### src/rtl/seg7_pkg.sv
// Shared constants and hex-to-segment encoding for the seven-segment display drivers.
// Segment words are ordered {g,f,e,d,c,b,a}; the table is stored in active-low form.
package seg7_pkg;

   localparam logic [6:0] SEG_BLANK = 7'b1111111;

   localparam logic [6:0] SEG_TABLE [16] = '{
      7'b1000000, 7'b1111001, 7'b0100100, 7'b0110000,
      7'b0011001, 7'b0010010, 7'b0000010, 7'b1111000,
      7'b0000000, 7'b0010000, 7'b0001000, 7'b0000011,
      7'b1000110, 7'b0100001, 7'b0000110, 7'b0001110
   };

   function automatic logic [6:0] seg7_encode(input logic [3:0] nibble, input logic act_low);
      return act_low ? SEG_TABLE[nibble] : ~SEG_TABLE[nibble];
   endfunction

endpackage

### src/rtl/seg7_hex_decode.sv
// Combinational nibble-to-segment decoder with a blank override that forces the digit dark.
module seg7_hex_decode
   import seg7_pkg::*;
#(
   parameter bit ACT_LOW = 1'b1
) (
   input  logic [3:0] nibble_i,
   input  logic       blank_i,
   output logic [6:0] seg_o
);

   always_comb begin
      seg_o = ACT_LOW ? SEG_BLANK : ~SEG_BLANK;
      if (!blank_i) begin
         seg_o = seg7_encode(nibble_i, ACT_LOW);
      end
   end

endmodule

### src/rtl/seg7_scan_display.sv
// Multi-digit hex display driver: shadow capture, static per-digit buses and a
// time-multiplexed scan bus with optional leading-zero blanking and decimal points.
module seg7_scan_display
   import seg7_pkg::*;
#(
   parameter int NUM_DIGITS  = 8,
   parameter int DATA_W      = 32,
   parameter int REFRESH_DIV = 50000,
   parameter bit SEG_ACT_LOW = 1'b1,
   parameter bit AN_ACT_LOW  = 1'b1,
   localparam int IDX_W      = (NUM_DIGITS > 1) ? $clog2(NUM_DIGITS) : 1
) (
   input  logic                    clk,
   input  logic                    reset_n,
   input  logic [DATA_W-1:0]       data_in,
   input  logic                    load,
   input  logic [NUM_DIGITS-1:0]   dp_in,
   input  logic                    blank_lz,
   input  logic                    enable,
   output logic [7*NUM_DIGITS-1:0] seg_static,
   output logic [6:0]              segments,
   output logic                    dp,
   output logic [NUM_DIGITS-1:0]   anodes,
   output logic [IDX_W-1:0]        digit_idx
);

   localparam int CNT_W = $clog2(REFRESH_DIV);
   localparam logic [6:0] SEG_OFF = SEG_ACT_LOW ? SEG_BLANK : ~SEG_BLANK;
   localparam logic DP_OFF = SEG_ACT_LOW;
   localparam logic [NUM_DIGITS-1:0] AN_OFF = AN_ACT_LOW ? '1 : '0;

   logic [DATA_W-1:0]              shadow_q;
   logic [NUM_DIGITS-1:0]          dpShadow_q;
   logic                           blank_q;
   logic [CNT_W-1:0]               divCnt_q, divCnt_d;
   logic [IDX_W-1:0]               digitIdx_q, digitIdx_d;
   logic [7*NUM_DIGITS-1:0]        segStatic_q, segStatic_d;
   logic [6:0]                     segments_q, segments_d;
   logic                           dp_q, dp_d;
   logic [NUM_DIGITS-1:0]          anodes_q, anodes_d;
   logic [NUM_DIGITS-1:0]          blankMask;
   logic [NUM_DIGITS-1:0][6:0]     digitSeg;
   logic [NUM_DIGITS-1:0]          selOneHot;

   always_ff @(posedge clk or negedge reset_n) begin
      if (!reset_n) begin
         shadow_q   <= '0;
         dpShadow_q <= '0;
         blank_q    <= 1'b0;
      end else if (load) begin
         shadow_q   <= data_in;
         dpShadow_q <= dp_in;
         blank_q    <= blank_lz;
      end
   end

   // A digit is blanked when it and every digit above it are zero; digit 0 always shows.
   always_comb begin
      logic zeroAbove;
      zeroAbove = 1'b1;
      blankMask = '0;
      for (int i = NUM_DIGITS - 1; i >= 1; i--) begin
         zeroAbove    = zeroAbove && (shadow_q[4*i +: 4] == 4'h0);
         blankMask[i] = blank_q && zeroAbove;
      end
   end

   for (genvar g = 0; g < NUM_DIGITS; g++) begin : g_digit
      seg7_hex_decode #(
         .ACT_LOW (SEG_ACT_LOW)
      ) u_decode (
         .nibble_i (shadow_q[4*g +: 4]),
         .blank_i  (blankMask[g]),
         .seg_o    (digitSeg[g])
      );
   end

   always_comb begin
      divCnt_d   = divCnt_q;
      digitIdx_d = digitIdx_q;
      if (enable) begin
         if (divCnt_q == CNT_W'(REFRESH_DIV - 1)) begin
            divCnt_d   = '0;
            digitIdx_d = (digitIdx_q == IDX_W'(NUM_DIGITS - 1)) ? '0 : digitIdx_q + IDX_W'(1);
         end else begin
            divCnt_d = divCnt_q + CNT_W'(1);
         end
      end
   end

   // Outputs are registered from the next digit index so anodes and segments switch together.
   always_comb begin
      segStatic_d = {NUM_DIGITS{SEG_OFF}};
      segments_d  = SEG_OFF;
      dp_d        = DP_OFF;
      anodes_d    = AN_OFF;
      selOneHot   = NUM_DIGITS'(1) << digitIdx_d;
      if (enable) begin
         segStatic_d = digitSeg;
         segments_d  = digitSeg[digitIdx_d];
         dp_d        = dpShadow_q[digitIdx_d] ? ~DP_OFF : DP_OFF;
         anodes_d    = AN_ACT_LOW ? ~selOneHot : selOneHot;
      end
   end

   always_ff @(posedge clk or negedge reset_n) begin
      if (!reset_n) begin
         divCnt_q    <= '0;
         digitIdx_q  <= '0;
         segStatic_q <= {NUM_DIGITS{SEG_OFF}};
         segments_q  <= SEG_OFF;
         dp_q        <= DP_OFF;
         anodes_q    <= AN_OFF;
      end else begin
         divCnt_q    <= divCnt_d;
         digitIdx_q  <= digitIdx_d;
         segStatic_q <= segStatic_d;
         segments_q  <= segments_d;
         dp_q        <= dp_d;
         anodes_q    <= anodes_d;
      end
   end

   assign seg_static = segStatic_q;
   assign segments   = segments_q;
   assign dp         = dp_q;
   assign anodes     = anodes_q;
   assign digit_idx  = digitIdx_q;

endmodule

### config.mk
export PLATFORM = sky130hd
export DESIGN_NAME = seg7_scan_display
export DESIGN_NICKNAME = d
export VERILOG_FILES = /design/src/rtl/seg7_pkg.sv /design/src/rtl/seg7_hex_decode.sv /design/src/rtl/seg7_scan_display.sv
export SDC_FILE = /design/constraint.sdc
export NUM_CORES = 1
export LEC_CHECK = 0
export ABC_AREA = 0
export BUFFER_PORTS_ARGS = -buffer_cell sky130_fd_sc_hd__clkbuf_2
export CAP_MARGIN = 20
export CORE_ASPECT_RATIO = 1.1
export CORE_MARGIN = 1
export CORE_UTILIZATION = 58
export DETAILED_ROUTE_END_ITERATION = 8
export PLACE_DENSITY = 0.81
export SLEW_MARGIN = 20
export SYNTH_ARGS = -nofsm -noshare
export SYNTH_HDL_FRONTEND = slang
export SYNTH_HIERARCHICAL = 1
export SYNTH_SLANG_ARGS = --single-unit
### constraint.sdc
create_clock -name clk -period 3.6 [get_ports clk]
set_clock_uncertainty 0.15 [all_clocks]
set_input_delay 0.36 -clock clk [delete_from_list [all_inputs] [get_ports clk]]
set_output_delay 0.36 -clock clk [all_outputs]
set_load 0.01 [all_outputs]
==> impl_metrics.tcl <==
set metrics [dict create \
    status "completed" \
    hold_path_class "in -> reg" \
    dr_total_vias 5857 \
    grt_max_degree 68 \
    synth.most_common_cell "nand2b_1" \
    min_path_cells 2 \
    die_h_um 123.7 \
    vdd_ir_drop_max_mv 0.3523 \
    cts.sinks 132 \
    path_cells "nor4_1, and3_1, and2_1, and3_2, and2_1, nor2b_1, a32oi_1, mux2i_1, o21a_1, a21oi_1" \
    synthCells 702 \
    relSlewSlack 0.4628 \
    drc 0 \
    numCtsBuffers 17 \
    synthFlopType "dfstp_2" \
    preCtsSetupSlack_ns 0.3394 \
    cp-end-kind "flop" \
    synth_area_um2 7815 \
    track_usage 0.2715 \
    async_flop_share 1.000 \
    cts_setup_buffers 0 \
    start_util 0.5940 \
    antenna_found_initial 0 \
    cap_violations 0 \
    tightestPinTransition_ns 0.8058 \
    worstPathRequired_ns 3.80 \
    sw_frac_of_total 0.2805 \
    core_area_um2 13160 \
    place.gp.congestion 0.9495 \
    fin_nets 928 \
    antenna_left 0 \
    drt_wl_total_um 18240 \
    detail_route.wl_per_cell_um 18.28 \
    critPathLaunchType "flop" \
    intPower_uw 3193 \
    overflow 0 \
    post-route-util 0.6892 \
    r2r_setup_slack_ns 0.35 \
    tns_ns 0 \
    min_to "shadow_q[19]" \
    die-area_um2 13940 \
    criticalPathCategory "reg -> reg" \
    synth_top_area_cell "dfstp_2" \
    first_iter_violations 362 \
    hp-start "data_in[19]" \
    max_stage_delay_ns 0.48 \
    synth_top_area_frac 0.2421 \
    synth_cell_type_count 51 \
    powerDensity_nw_per_um2 489.4 \
    diodes 0 \
    max_freq_mhz 307.7 \
    finalCritPeriodShare 0.9028 \
    drive_gt1_frac 0.3489 \
    r2r_cells 10 \
    fp.dieW_um 112.7 \
    p_comb_frac 0.194 \
    finalHoldViolCount 0 \
    viasPerCell 5.869 \
    placed_cells 962 \
    rsz0062_at_grt "false" \
    cpMaxStageDelayCell "dfrtp_1" \
    p_leak_uw 0.004176 \
    rows 44 \
    synth_seq_cells 132 \
    setup_viol 0 \
    synth_commonest_cells "nand2b_1 (75), dfstp_2 (72), dfrtp_1 (60)" \
    grt_pass1_wl_um 28790 \
    fin_ws_ns 0.3500 \
    cts.root.buffer_cell "clkbuf_16" \
    area_growth_pct 16.04 \
    critPathArrivalTime_ns 3.45 \
    io_buffers 119 \
    cts_tree "done" \
    r2r-start "shadow_q[24]" \
    slew_viol_final 0 \
    synth_warnings 6 \
    synth_edf_count 0 \
    io_pins 120 \
    rr_endpoint "segments[3]" \
    avgSynthCellArea_um2 11.13 \
    dpl.hpwl_um 13210 \
    first_pass_iters 5 \
    clk_pin_slew_ns 0.06 \
    worst_path_most_repeated_cell "and2_1" \
    min_period_ns 3.250 \
    seqPwrFrac 0.421 \
    seq_area_frac_synth 0.4342 \
    synthTopCellsByArea "dfstp_2 (24%), dfrtp_1 (19%), ha_1 (9.4%)" \
    htreeDepth 4 \
    pwr-share-clk 0.385 \
    crit_fanout 9 \
    cts.path.max_buffers 2 \
    grt_pass1_vias 5609 \
    final_cells 998 \
    insertion_delay_ns 0.43 \
    power_switching_uw 1245 \
]
==> critical path, delay by kind of cell, from the launching register on <==
kind,cells,cell delay [ns]
AO/OA/AOI/OAI,3,0.56
multiplexers,1,0.12
AND/OR/NAND/NOR,6,1.89
flip-flops,1,0.48
==> how the worst max path moves through the flow <==
stage | cells past startpoint | start | slack, ns | endpoint
finish | 10 | shadow_q[24] | 0.35 | segments[3]
global route | 10 | shadow_q[28] | 0.04 | segments[3]
CTS | 10 | shadow_q[28] | 0.32 | segments[0]
detailed placement | 10 | shadow_q[28] | 0.34 | segments[0]
global placement | 10 | shadow_q[28] | 0.45 | segments[3]
floorplan | 10 | shadow_q[28] | 0.90 | segments[3]
==> metrics by stage <==
stage / instance area (um^2) / total power, uW / hold slack [ns]
floorplan: 7838 / 2444 / -0.08559
global placement: 8437 / 2688 / 0.3139
detailed placement: 8437 / 2728 / 0.3232
CTS: 9057 / 4457 / 0.00002143
global route: 9069 / 4630 / 0.003645
finish: 9069 / 4439 / 0.01226
==> layout make-up <==
class	instances	area, um^2
fill	960	4089
timing repair buffer	131	710.7
tap	161	201.4
inverter	33	125.1
clock inverter	8	98.84
clock buffer	24	491.7
sequential	132	3393
multi-input combinational	509	4048
==> power groups by stage <==
stage	Clock, uW	Combinational (uW)	Sequential (uW)
after floorplan	0	576	1870
after global placement	0	814	1870
after detailed placement	0	842	1890
after CTS	1730	856	1870
after global routing	1790	943	1890
final	1710	861	1870
==> cells in the final DEF, fill, tap and decap left out, types with 6 or more instances in the layout <==
| cell type | netlist | final |
|---|---|---|
| xor2_1 | 6 | 6 |
| clkbuf_16 | 0 | 17 |
| nor2b_1 | 17 | 17 |
| nor2_1 | 35 | 35 |
| mux2_2 | 43 | 43 |
| mux2i_1 | 36 | 36 |
| clkbuf_2 | 0 | 118 |
| nor3_1 | 11 | 11 |
| a211o_1 | 9 | 9 |
| dfrtp_1 | 60 | 60 |
| a311o_1 | 8 | 8 |
| nor4_1 | 7 | 7 |
| conb_1 | 1 | 7 |
| inv_1 | 32 | 32 |
| and3_1 | 14 | 13 |
| xnor2_1 | 7 | 7 |
| a221oi_1 | 11 | 11 |
| a221o_1 | 20 | 20 |
| a32oi_1 | 16 | 16 |
| or2_2 | 7 | 7 |
| nand2_1 | 38 | 38 |
| nand2_2 | 7 | 7 |
| a21oi_1 | 7 | 7 |
| o221ai_1 | 8 | 8 |
| dfstp_2 | 72 | 72 |
| mux2_1 | 16 | 16 |
| ha_1 | 59 | 59 |
| buf_4 | 1 | 8 |
| o21a_1 | 7 | 7 |
| nand2b_1 | 75 | 75 |
| o21ai_0 | 9 | 9 |
==> per-layer routing <==
layer  track usage  vias up  wire length (um)
met5             0        -                 0
met4        0.1100        0               362
li1              -     2734                 -
met1        0.3428     2874              7868
met2        0.4537      218              9050
met3       0.06277       31               961
==> flip-flops by register name (all words and copies together), names as in the netlist, 3 cells and up <==
name,count
anodes,8
digit_idx,3
divCnt_q,16
dpShadow_q,8
seg_static,56
segments,7
shadow_q,32
==> cells by family (layout without fill, tap and decap cells) <==
logic type | after synthesis | in the layout | share of synthesized area
compound gates | 100 | 100 | 0.1058
other cells | 1 | 7 | 0.0004798
mux | 98 | 98 | 0.1366
fa+ha+maj | 59 | 59 | 0.09446
buf+inv | 67 | 196 | 0.05091
xor+xnor | 13 | 13 | 0.01457
simple gates | 232 | 232 | 0.1630
flops | 132 | 132 | 0.4342
==> timing repair <==
item / CTS / global route
endpoints found under the setup margin: 0 / 2
hold buffers: 3 / 1
endpoints found under the hold margin: 28 / 1
gates resized for setup: 0 / 1
Note: power is estimated with default switching activity, not from simulation.
